### src/rtl/truth_table_sweeper.sv
// Steps a 3-input block through all eight input combinations. Each result is a majority
// vote over repeated samples, and the measured table is compared with a latched expected table.
module truth_table_sweeper #(
   parameter int SETTLE  = 4,
   parameter int SAMPLES = 3
) (
   input  logic       clk,
   input  logic       rst_n,
   input  logic       start,
   input  logic       abort,
   input  logic [7:0] expected,
   output logic       in1,
   output logic       in2,
   output logic       in3,
   input  logic       dut_out,
   output logic       busy,
   output logic       done,
   output logic [7:0] table_out,
   output logic       pass
);

   localparam logic [1:0] S_IDLE   = 2'd0;
   localparam logic [1:0] S_SETTLE = 2'd1;
   localparam logic [1:0] S_SAMPLE = 2'd2;
   localparam logic [1:0] S_DONE   = 2'd3;

   localparam logic [7:0] SETTLE_LAST  = 8'(SETTLE - 1);
   localparam logic [3:0] SAMPLES_LAST = 4'(SAMPLES - 1);
   localparam logic [4:0] VOTE_HALF    = 5'(SAMPLES / 2);

   logic [1:0] r_state;
   logic [2:0] r_idx;
   logic [7:0] r_settle_cnt;
   logic [3:0] r_samp_cnt;
   logic [3:0] r_ones;
   logic [7:0] r_expected;
   logic [7:0] r_table;
   logic       r_busy;
   logic       r_done;
   logic       r_pass;

   logic       w_active;
   logic [4:0] w_ones_total;
   logic       w_vote;
   logic       w_sample_end;

   assign w_active     = (r_state == S_SETTLE) || (r_state == S_SAMPLE);
   // The final sample cycle's dut_out is folded into the vote directly.
   assign w_ones_total = {1'b0, r_ones} + {4'b0000, dut_out};
   assign w_vote       = (w_ones_total > VOTE_HALF);
   assign w_sample_end = (r_state == S_SAMPLE) && (r_samp_cnt == SAMPLES_LAST);

   assign {in1, in2, in3} = w_active ? r_idx : 3'b000;
   assign busy      = r_busy;
   assign done      = r_done;
   assign table_out = r_table;
   assign pass      = r_pass;

   always_ff @(posedge clk or negedge rst_n) begin
      if (!rst_n) begin
         r_state      <= S_IDLE;
         r_idx        <= 3'd0;
         r_settle_cnt <= 8'd0;
         r_samp_cnt   <= 4'd0;
         r_ones       <= 4'd0;
         r_expected   <= 8'h00;
         r_table      <= 8'h00;
         r_busy       <= 1'b0;
         r_done       <= 1'b0;
         r_pass       <= 1'b0;
      end else begin
         r_done <= 1'b0;
         case (r_state)
            S_IDLE: begin
               if (start) begin
                  r_expected   <= expected;
                  r_table      <= 8'h00;
                  r_pass       <= 1'b0;
                  r_idx        <= 3'd0;
                  r_settle_cnt <= 8'd0;
                  r_samp_cnt   <= 4'd0;
                  r_ones       <= 4'd0;
                  r_busy       <= 1'b1;
                  r_state      <= S_SETTLE;
               end
            end
            S_SETTLE, S_SAMPLE: begin
               if (abort) begin
                  r_state      <= S_IDLE;
                  r_busy       <= 1'b0;
                  r_pass       <= 1'b0;
                  r_idx        <= 3'd0;
                  r_settle_cnt <= 8'd0;
                  r_samp_cnt   <= 4'd0;
                  r_ones       <= 4'd0;
               end else if (r_state == S_SETTLE) begin
                  if (r_settle_cnt == SETTLE_LAST) begin
                     r_settle_cnt <= 8'd0;
                     r_state      <= S_SAMPLE;
                  end else begin
                     r_settle_cnt <= r_settle_cnt + 8'd1;
                  end
               end else if (w_sample_end) begin
                  r_table[3'd7 - r_idx] <= w_vote;
                  r_samp_cnt            <= 4'd0;
                  r_ones                <= 4'd0;
                  if (r_idx == 3'd7) begin
                     r_state <= S_DONE;
                     r_busy  <= 1'b0;
                  end else begin
                     r_idx   <= r_idx + 3'd1;
                     r_state <= S_SETTLE;
                  end
               end else begin
                  r_samp_cnt <= r_samp_cnt + 4'd1;
                  r_ones     <= w_ones_total[3:0];
               end
            end
            default: begin
               // Done and pass register here so pass sees the final table bit.
               r_done  <= 1'b1;
               r_pass  <= (r_table == r_expected);
               r_idx   <= 3'd0;
               r_state <= S_IDLE;
            end
         endcase
      end
   end

endmodule

### config.mk
export PLATFORM = sky130hd
export DESIGN_NAME = truth_table_sweeper
export DESIGN_NICKNAME = d
export VERILOG_FILES = /design/src/rtl/truth_table_sweeper.sv
export SDC_FILE = /design/constraint.sdc
export NUM_CORES = 1
export LEC_CHECK = 0
export BUFFER_PORTS_ARGS = -buffer_cell sky130_fd_sc_hd__buf_4
export CORE_ASPECT_RATIO = 0.5
export CORE_MARGIN = 4
export CORE_UTILIZATION = 58
export DETAILED_ROUTE_END_ITERATION = 8
export GPL_ROUTABILITY_DRIVEN = 0
export GPL_TIMING_DRIVEN = 0
export PLACE_DENSITY = 0.77
export SYNTH_ARGS = -nofsm -noshare
export SYNTH_HDL_FRONTEND = slang
export SYNTH_SLANG_ARGS = --single-unit
### constraint.sdc
create_clock -name clk -period 2.4 [get_ports clk]
set_clock_uncertainty 0.15 [all_clocks]
set_input_delay 0.48 -clock clk [delete_from_list [all_inputs] [get_ports clk]]
set_output_delay 0.48 -clock clk [all_outputs]
set_load 0.01 [all_outputs]
==> metrics.csv, run 1 <==
metric,value,unit
largest net degree at the start of global routing,41,
Cell Pwr Density,1200,nW/um^2
Inserted Diodes,0,
clock slew seen by the registers of the worst setup and hold paths,0.07,ns
Setup crit end kind,output pin,
switching part of the total power,41.9,%
CTS Buf Count,5,
status,"finished, violations left",
Reg-to-Reg Start,r_state[0]$_DFFE_PN0P_,
CTS tree,done,
Reg power frac,33.9,%
Util after Layout,72.9,%
Avg WL per Cell,14.4,um
syn nets,247,
Detail Route Antenna Nets,0,
total die area,5000,sq um
Internal,1830,uW
FMAX,443,MHz
vias per std cell,5.68,
most frequent cell after synthesis,dfrtp_1,
"Seq/Total Area, Yosys",44.5,%
Initial Util,62.8,%
DIE HEIGHT,52.0,um
min setup slack post-route,0.141,ns
synth warn,0,
Buffers on Ports,26,
critical path peak fanout,19,
grt ovf,0,
"Distinct cells, synth",42,
total power draw,3150,uW
Synth top area share,44.5,%
Reg2Reg Depth,6,
commonest register cell after synthesis,dfrtp_1,
Skew-Pair Late Insertion Delay,0.29,ns
minimum clock period,2.26,ns
"reg-to-reg slack, setup",0.18,ns
endpoints failing hold,13,
max-cap viol count,0,
"top cells by count, synth","dfrtp_1 (40), nand2_1 (29), mux2_2 (14), nor2_1 (13), xor2_1 (12)",
Fin Hold WS,-0.00396,ns
DR DRC count,0,
max_slew headroom,67.6,%
Post-DP HPWL,3320,um
Core ar.,3580,sq um
synthesized area,2250,sq um
Layout area overhead,16.2,%
required time of the critical path,1.77,ns
asr flop ratio synth,100,%
failing checks,hold timing,
first-pass GRT wire length,7600,um
#FFs+latches synth,40,
Syn Inst Count,223,
Post-Place Worst Slack,0.0703,ns
Clock Tree Buf Depth,2,
Pre-antenna DRT Iters,4,
Total Wirelength,4430,um
Least-Margin Pin Slew,0.485,ns
"Setup violations, final",0,
"EDFF count, synth",0,
die span in x,96.1,um
io pins,27,
setup tns final,0,ns
GRT Util Overall,20.2,%
VDD IR-drop max,0.703,mV
CTS sink count,40,
Final Cycle Share,94.1,%
vias after detailed routing,1743,
synth top area cells,"dfrtp_1 (44%), mux2_2 (7.0%), ha_1 (6.1%), nand2_1 (4.8%), xor2_1 (4.7%)",
FF-to-FF End,table_out[6]$_DFFE_PN0P_,
Site Rows,15,
Clock power frac,14.5,%
RSZ-0062 raised after global routing,false,
hold buffers post-CTS,0,
worst hold path class,input port to asynchronous set/reset pin,
layout cells sized above 1,23.4,%
max-slew violations,0,
Final nets,279,
critical path launch point type,flip-flop,
Switch Pwr,1320,uW
vias in the first global route,1649,
Syn Area/Cell,10.1,sq um
WP data arrival,1.63,ns
Detailed Route Iter0 Violations,66,
number of post-CTS setup repair buffers,0,
clock root cell,clkbuf_8,
combinational power share,51.6,%
Pleak,0.00119,uW
htree depth,2,
CP Class,flip-flop to output pin,
antenna violations before repair,0,
Synth area leader,dfrtp_1,
cells in the final DEF (no fill, tap or decap), drive strengths merged, types with 2 or more instances in the layout:
cell | netlist | layout
o21ai | 11 | 11
and4 | 2 | 2
clkinv | 0 | 2
and2 | 3 | 3
nor3b | 4 | 4
o221ai | 6 | 6
o2bb2ai | 4 | 4
a21oi | 6 | 6
nand2 | 30 | 30
dfrtp | 40 | 40
nor2 | 13 | 13
mux2 | 15 | 15
nor3 | 6 | 6
clkbuf | 2 | 7
nand4 | 4 | 4
nand2b | 6 | 6
buf | 4 | 30
nand3b | 3 | 3
nand3 | 8 | 8
o31ai | 2 | 2
inv | 10 | 10
o211ai | 2 | 2
a21o | 3 | 3
ha | 11 | 11
and3 | 3 | 3
nor2b | 2 | 2
o311ai | 3 | 3
xor2 | 12 | 12
final cells by class:
| type | instances | area [sq um] |
|---|---|---|
| Timing Repair Buffer | 26 | 195 |
| Clock inverter | 2 | 10.0 |
| Clock buffer | 6 | 82.6 |
| Tap cell | 51 | 63.8 |
| Multi-Input combinational cell | 167 | 1190 |
| Fill cell | 268 | 971 |
| Buffer | 5 | 30.0 |
| Inverter | 10 | 37.5 |
| Sequential cell | 40 | 1000 |
worst max path at each step:
stage                                    end              startpoint  depth (start not counted)  slack [ns]
CTS                                      in2  r_state[1]$_DFFE_PN0P_                          5        0.02
floorplan                                in1  r_state[0]$_DFFE_PN0P_                          5        0.38
detailed placement                       in2  r_state[1]$_DFFE_PN0P_                          6        0.07
finish                                   in3  r_state[0]$_DFFE_PN0P_                          5        0.14
global placement                         in2  r_state[0]$_DFFE_PN0P_                          6        0.11
global route        table_out[0]$_DFFE_PN0P_  r_state[1]$_DFFE_PN0P_                          6        0.02
timing repair:
action | CTS | global route
endpoints found under the hold margin | 0 | 0
resized for setup | 0 | 5
setup endpoints to repair | 3 | 11
cell families after synthesis:
family	synth area share (%)
compound gates	13.1
xor+xnor	5.06
fa+ha+maj	6.12
buf+inv	2.89
flops	44.5
mux	7.67
simple gates	20.6
worst max-delay path, stage by stage (launching register included):
cell,delay [ns]
dfrtp_1,0.39
inv_1,0.09
ha_1,0.37
buf_6,0.18
and2_1,0.17
buf_4,0.14
flip-flops by register name, summed over array words and instances (netlist names), 2 cells and up:
| name | cells |
|---|---|
| r_samp_cnt | 4 |
| r_idx | 3 |
| r_state | 2 |
| r_ones | 4 |
| table_out | 8 |
| r_settle_cnt | 8 |
| r_expected | 8 |
power groups by stage:
stage | Combinational [uW] | Clock, uW | Sequential [uW]
6_report | 1620 | 456 | 1070
4_1_cts | 1600 | 470 | 1070
5_1_grt | 1820 | 509 | 1100
2_1_floorplan | 1150 | 0 | 1070
3_5_place_dp | 1610 | 0 | 1080
3_3_place_gp | 1570 | 0 | 1070
through the flow:
step | instances | cell area (sq um)
after floorplan | 223 | 2250
after global placement | 300 | 2510
after detailed placement | 300 | 2510
after CTS | 307 | 2600
after global routing | 307 | 2610
final | 307 | 2610
routing by layer:
layer	global-route usage (%)	share of wire (%)
met5	0	0
met4	5.90	1.2
met3	5.20	4.0
met2	32.5	45
met1	27.1	50
(Power assumes the default switching activity.)
==> run 2, diff against run 1 <==
--- a/config.mk
+++ b/config.mk
@@ -6,13 +6,15 @@
 export NUM_CORES = 1
 export LEC_CHECK = 0
 export BUFFER_PORTS_ARGS = -buffer_cell sky130_fd_sc_hd__buf_4
+export CELL_PAD_IN_SITES_DETAIL_PLACEMENT = 1
+export CELL_PAD_IN_SITES_GLOBAL_PLACEMENT = 2
 export CORE_ASPECT_RATIO = 0.5
 export CORE_MARGIN = 4
-export CORE_UTILIZATION = 58
+export CORE_UTILIZATION = 37
 export DETAILED_ROUTE_END_ITERATION = 8
 export GPL_ROUTABILITY_DRIVEN = 0
 export GPL_TIMING_DRIVEN = 0
-export PLACE_DENSITY = 0.77
+export PLACE_DENSITY = 0.76
 export SYNTH_ARGS = -nofsm -noshare
 export SYNTH_HDL_FRONTEND = slang
 export SYNTH_SLANG_ARGS = --single-unit
==> metrics.csv, run 2 (synthesized netlist as in run 1, its figures left out) <==
metric,value,unit
vias in the first global route,1946,
Internal,2100,uW
"Setup violations, final",0,
Total Wirelength,5470,um
max_slew headroom,64.6,%
FMAX,436,MHz
Reg power frac,30.1,%
Layout area overhead,21.4,%
Switch Pwr,1440,uW
htree depth,2,
fillers,669,
WP data arrival,1.66,ns
Cell Pwr Density,1300,nW/um^2
Skew-Pair Late Insertion Delay,0.28,ns
switching part of the total power,40.7,%
VDD IR-drop max,0.489,mV
DR DRC count,0,
Final nets,282,
CTS sink count,40,
vias after detailed routing,1755,
GRT Util Overall,16.0,%
largest net degree at the start of global routing,41,
Clock Tree Buf Depth,2,
DIE HEIGHT,63.1,um
Setup crit end kind,output pin,
grt ovf,0,
Least-Margin Pin Slew,0.529,ns
area of the multi-input gates,1200,sq um
antenna violations before repair,0,
Post-Place Worst Slack,0.00802,ns
Seq. cell area,1000,sq um
first-pass GRT wire length,9650,um
total die area,7470,sq um
CP Class,flip-flop to output pin,
required time of the critical path,1.77,ns
Clock power frac,19.6,%
Detail Route Antenna Nets,0,
setup tns final,0,ns
CTS Buf Count,5,
die span in x,118,um
status,"complete, no violations",
Post-DP HPWL,3930,um
Initial Util,39.6,%
"commonest non-fill, non-tap cell in the layout",dfrtp_1,
critical path peak fanout,10,
CTS tree,done,
combinational power share,50.3,%
RSZ-0062 raised after global routing,false,
Final Cycle Share,95.5,%
min setup slack post-route,0.109,ns
Pleak,0.00123,uW
critical path launch point type,flip-flop,
vias per std cell,5.30,
Site Rows,19,
io pins,27,
layout cells sized above 1,24.0,%
Detailed Route Iter0 Violations,62,
Avg WL per Cell,16.5,um
most frequent cells in the layout,"dfrtp_1 (40), buf_4 (29), nand2_1 (29), mux2_2 (14), nor2_1 (13)",
Pre-antenna DRT Iters,4,
clock slew seen by the registers of the worst setup and hold paths,0.06,ns
max-slew violations,0,
Inserted Diodes,0,
clock root cell,clkbuf_16,
max-cap viol count,0,
worst hold path class,input port to asynchronous set/reset pin,
minimum clock period,2.29,ns
endpoints failing hold,0,
Buffers on Ports,26,
Core ar.,5680,sq um
[run 2: cell types whose count changed in the layout (fill, tap and decap cells not counted), moves of 2 or more]
| cell | delta |
|---|---|
| clkbuf_16 | +5 |
| clkbuf_8 | -4 |
| buf_4 | +2 |
| clkinv_2 | -2 |
[run 2: worst paths after layout]
path                                         from                   endpoint  slack (ns)  cells past startpoint
max                        r_state[0]$_DFFE_PN0P_                        in3        0.11                      6
min                                         rst_n      r_ones[0]$_DFFE_PN0P_        0.02                      1
max reg2reg                r_state[0]$_DFFE_PN0P_     r_state[1]$_DFFE_PN0P_        0.13                      6
min reg2reg                 r_ones[0]$_DFFE_PN0P_      r_ones[0]$_DFFE_PN0P_        0.33                      2
max in group asynchronous                   rst_n   table_out[6]$_DFFE_PN0P_        1.71                      1
min in group clk                      expected[3]  r_expected[3]$_DFFE_PN0P_        0.28                      2
[run 2: power groups by stage]
stage / Clock [uW] / Sequential, uW / Combinational, uW
floorplan: 0 / 1070 / 1150
global placement: 0 / 1070 / 1640
detailed placement: 0 / 1080 / 1680
CTS: 712 / 1070 / 1790
global route: 746 / 1100 / 1980
finish: 694 / 1070 / 1780
[run 2: worst max-delay path, stage by stage (launching register included)]
cell and delay [ns]:
dfrtp_1 0.39, inv_1 0.13, ha_4 0.23, buf_6 0.14, clkbuf_4 0.18, and2_1 0.17, buf_4 0.14
[run 2: final cells by class]
class                           instances  share of cell area, %
Clock buffer                            7                   5.59
Inverter                               10                   1.37
Buffer                                  6                   1.37
Tap cell                               73                   3.34
Timing Repair Buffer                   28                   7.70
Multi-Input combinational cell        167                   44.0
Sequential cell                        40                   36.6
[run 2: repair_timing]
action,4_1_cts,5_1_grt
hold endpoints to repair,0,0
resized for setup,5,1
endpoints found under the setup margin,3,9
buffers inserted,1,1
hold buffers,0,0
[run 2: metal layers]
metal	routed length, um	track usage (%)
met4	17	1.75
met1	2780	21.5
met3	175	4.83
met2	2500	26.4
met5	0	0
[run 2: metrics by stage]
stage | hold WS (ns) | area, sq um | util, % | power (uW) | instances
2_1_floorplan | 0.0344 | 2250 | - | 2230 | 223
3_3_place_gp | 0.318 | 2540 | 44.6 | 2710 | 322
3_5_place_dp | 0.328 | 2540 | 44.6 | 2760 | 322
4_1_cts | 0.0450 | 2720 | 47.9 | 3570 | 330
5_1_grt | 0.0657 | 2730 | 48.1 | 3830 | 331
6_report | 0.0242 | 2730 | 48.1 | 3540 | 331
==> run 3, diff against run 2 <==
--- a/config.mk
+++ b/config.mk
@@ -15,6 +15,7 @@
 export GPL_ROUTABILITY_DRIVEN = 0
 export GPL_TIMING_DRIVEN = 0
 export PLACE_DENSITY = 0.76
+export SETUP_SLACK_MARGIN = 0.2
 export SYNTH_ARGS = -nofsm -noshare
 export SYNTH_HDL_FRONTEND = slang
 export SYNTH_SLANG_ARGS = --single-unit
==> metrics.csv, run 3 (synthesized netlist as in run 1, its figures left out) <==
metric,value,unit
status,"complete, no violations",
DIE HEIGHT,63.1,um
max-slew violations,0,
CTS Buf Count,5,
GRT Util Overall,16.2,%
worst hold path class,input port to asynchronous set/reset pin,
"reg-to-reg slack, setup",0.30,ns
htree depth,2,
Core ar.,5680,sq um
layout cells sized above 1,28.5,%
io pins,27,
Post-DP HPWL,3930,um
Initial Util,39.6,%
required time of the critical path,1.77,ns
GR peak layer,met2,
"commonest non-fill, non-tap cell in the layout",dfrtp_1,
Reg2Reg Depth,6,
Inserted Diodes,0,
Post-Layout Cell Count,336,
Cell Pwr Density,1340,nW/um^2
met2 Resource Use GR,26.8,%
clock slew seen by the registers of the worst setup and hold paths,0.06,ns
FMAX,464,MHz
placed inst area,2540,sq um
hold buffers post-CTS,0,
FF-to-FF End,r_state[1]$_DFFE_PN0P_,
Buffers on Ports,26,
Fin Hold WS,0.0273,ns
WP data arrival,1.53,ns
final instance area,2830,sq um
first-pass GRT wire length,9780,um
Pre-antenna DRT Iters,4,
Skew-Pair Late Insertion Delay,0.28,ns
VDD IR-drop max,0.606,mV
Least-Margin Pin Slew,0.528,ns
crit path launch,r_state[1]$_DFFE_PN0P_,
DR DRC count,0,
Detailed Route Iter0 Violations,73,
Layout area overhead,25.6,%
minimum clock period,2.16,ns
Reg-to-Reg Start,r_state[1]$_DFFE_PN0P_,
RSZ-0062 raised after global routing,false,
Setup crit end kind,output pin,
max-cap viol count,0,
largest net degree at the start of global routing,41,
critical path peak fanout,5,
met1 usage,21.8,%
area of the multi-input gates,1240,sq um
"Setup violations, final",0,
CTS sink count,40,
critical path launch point type,flip-flop,
endpoints failing hold,0,
die span in x,118,um
Avg WL per Cell,16.8,um
Final Cycle Share,89.8,%
fillers,665,
most frequent cells in the layout,"dfrtp_1 (40), buf_4 (34), nand2_1 (29), mux2_2 (14), nor2_1 (13)",
Total Wirelength,5640,um
vias after detailed routing,1785,
setup tns final,0,ns
total die area,7470,sq um
Seq. cell area,1000,sq um
clock root cell,clkbuf_16,
Final nets,287,
vias in the first global route,1979,
Clock Tree Buf Depth,2,
CP Class,flip-flop to output pin,
met3 Use GR,4.83,%
Pleak,0.00126,uW
Site Rows,19,
max_slew headroom,64.8,%
Detail Route Antenna Nets,0,
antenna violations before repair,0,
grt ovf,0,
vias per std cell,5.31,
DP Cell Count,322,
CTS tree,done,
## run 3: cell count changes in the layout (fill, tap and decap cells not counted), sizes merged
| cell | delta |
|---|---|
| buf | +5 |
## run 3: where the power goes
group | total (uW) | internal (uW) | switching, uW
Sequential | 1070 | 888 | 179
Combinational | 2030 | 946 | 1080
Clock | 694 | 436 | 258
## run 3: final cells by class
cell class | count | area share (%)
inverter | 10 | 1.33
multi-input combinational | 167 | 43.8
sequential | 40 | 35.4
tap | 73 | 3.23
clock buffer | 7 | 5.40
buffer | 6 | 2.08
timing repair buffer | 33 | 8.76
## run 3: worst max path at each step
stage,depth (start not counted),slack [ns],end
global route,6,0.20,r_state[1]$_DFFE_PN0P_
finish,6,0.24,in2
floorplan,5,0.38,in1
CTS,6,0.21,table_out[6]$_DFFE_PN0P_
global placement,6,0.03,in1
detailed placement,6,0.008,in2
## run 3: worst max-delay path, cell delays in order, from the launching register on
cell and delay [ns]:
dfrtp_1 0.39, inv_2 0.09, ha_4 0.23, buf_8 0.13, clkbuf_16 0.13, and2_1 0.14
buf_4 0.14
## run 3: routing by layer
metal  up-vias  wire (um)  share of wire (%)
li1        872          -                  -
met1       888       2810                 50
met2        23       2620                 47
met3         2        183                3.2
met4         0         19               0.34
met5         -          0                  0
## run 3: metrics by stage
step	utilization, %	worst slack (ns)	total power, uW
2_1_floorplan	-	0.384	2230
3_3_place_gp	44.6	0.0318	2710
3_5_place_dp	44.6	0.00802	2760
4_1_cts	48.8	0.207	3710
5_1_grt	49.7	0.200	4090
6_report	49.7	0.244	3790
## run 3: timing repair
action,in CTS,in global routing
gates resized for setup,13,6
setup buffers,4,3
setup endpoints to repair,21,15
pin swaps,0,1
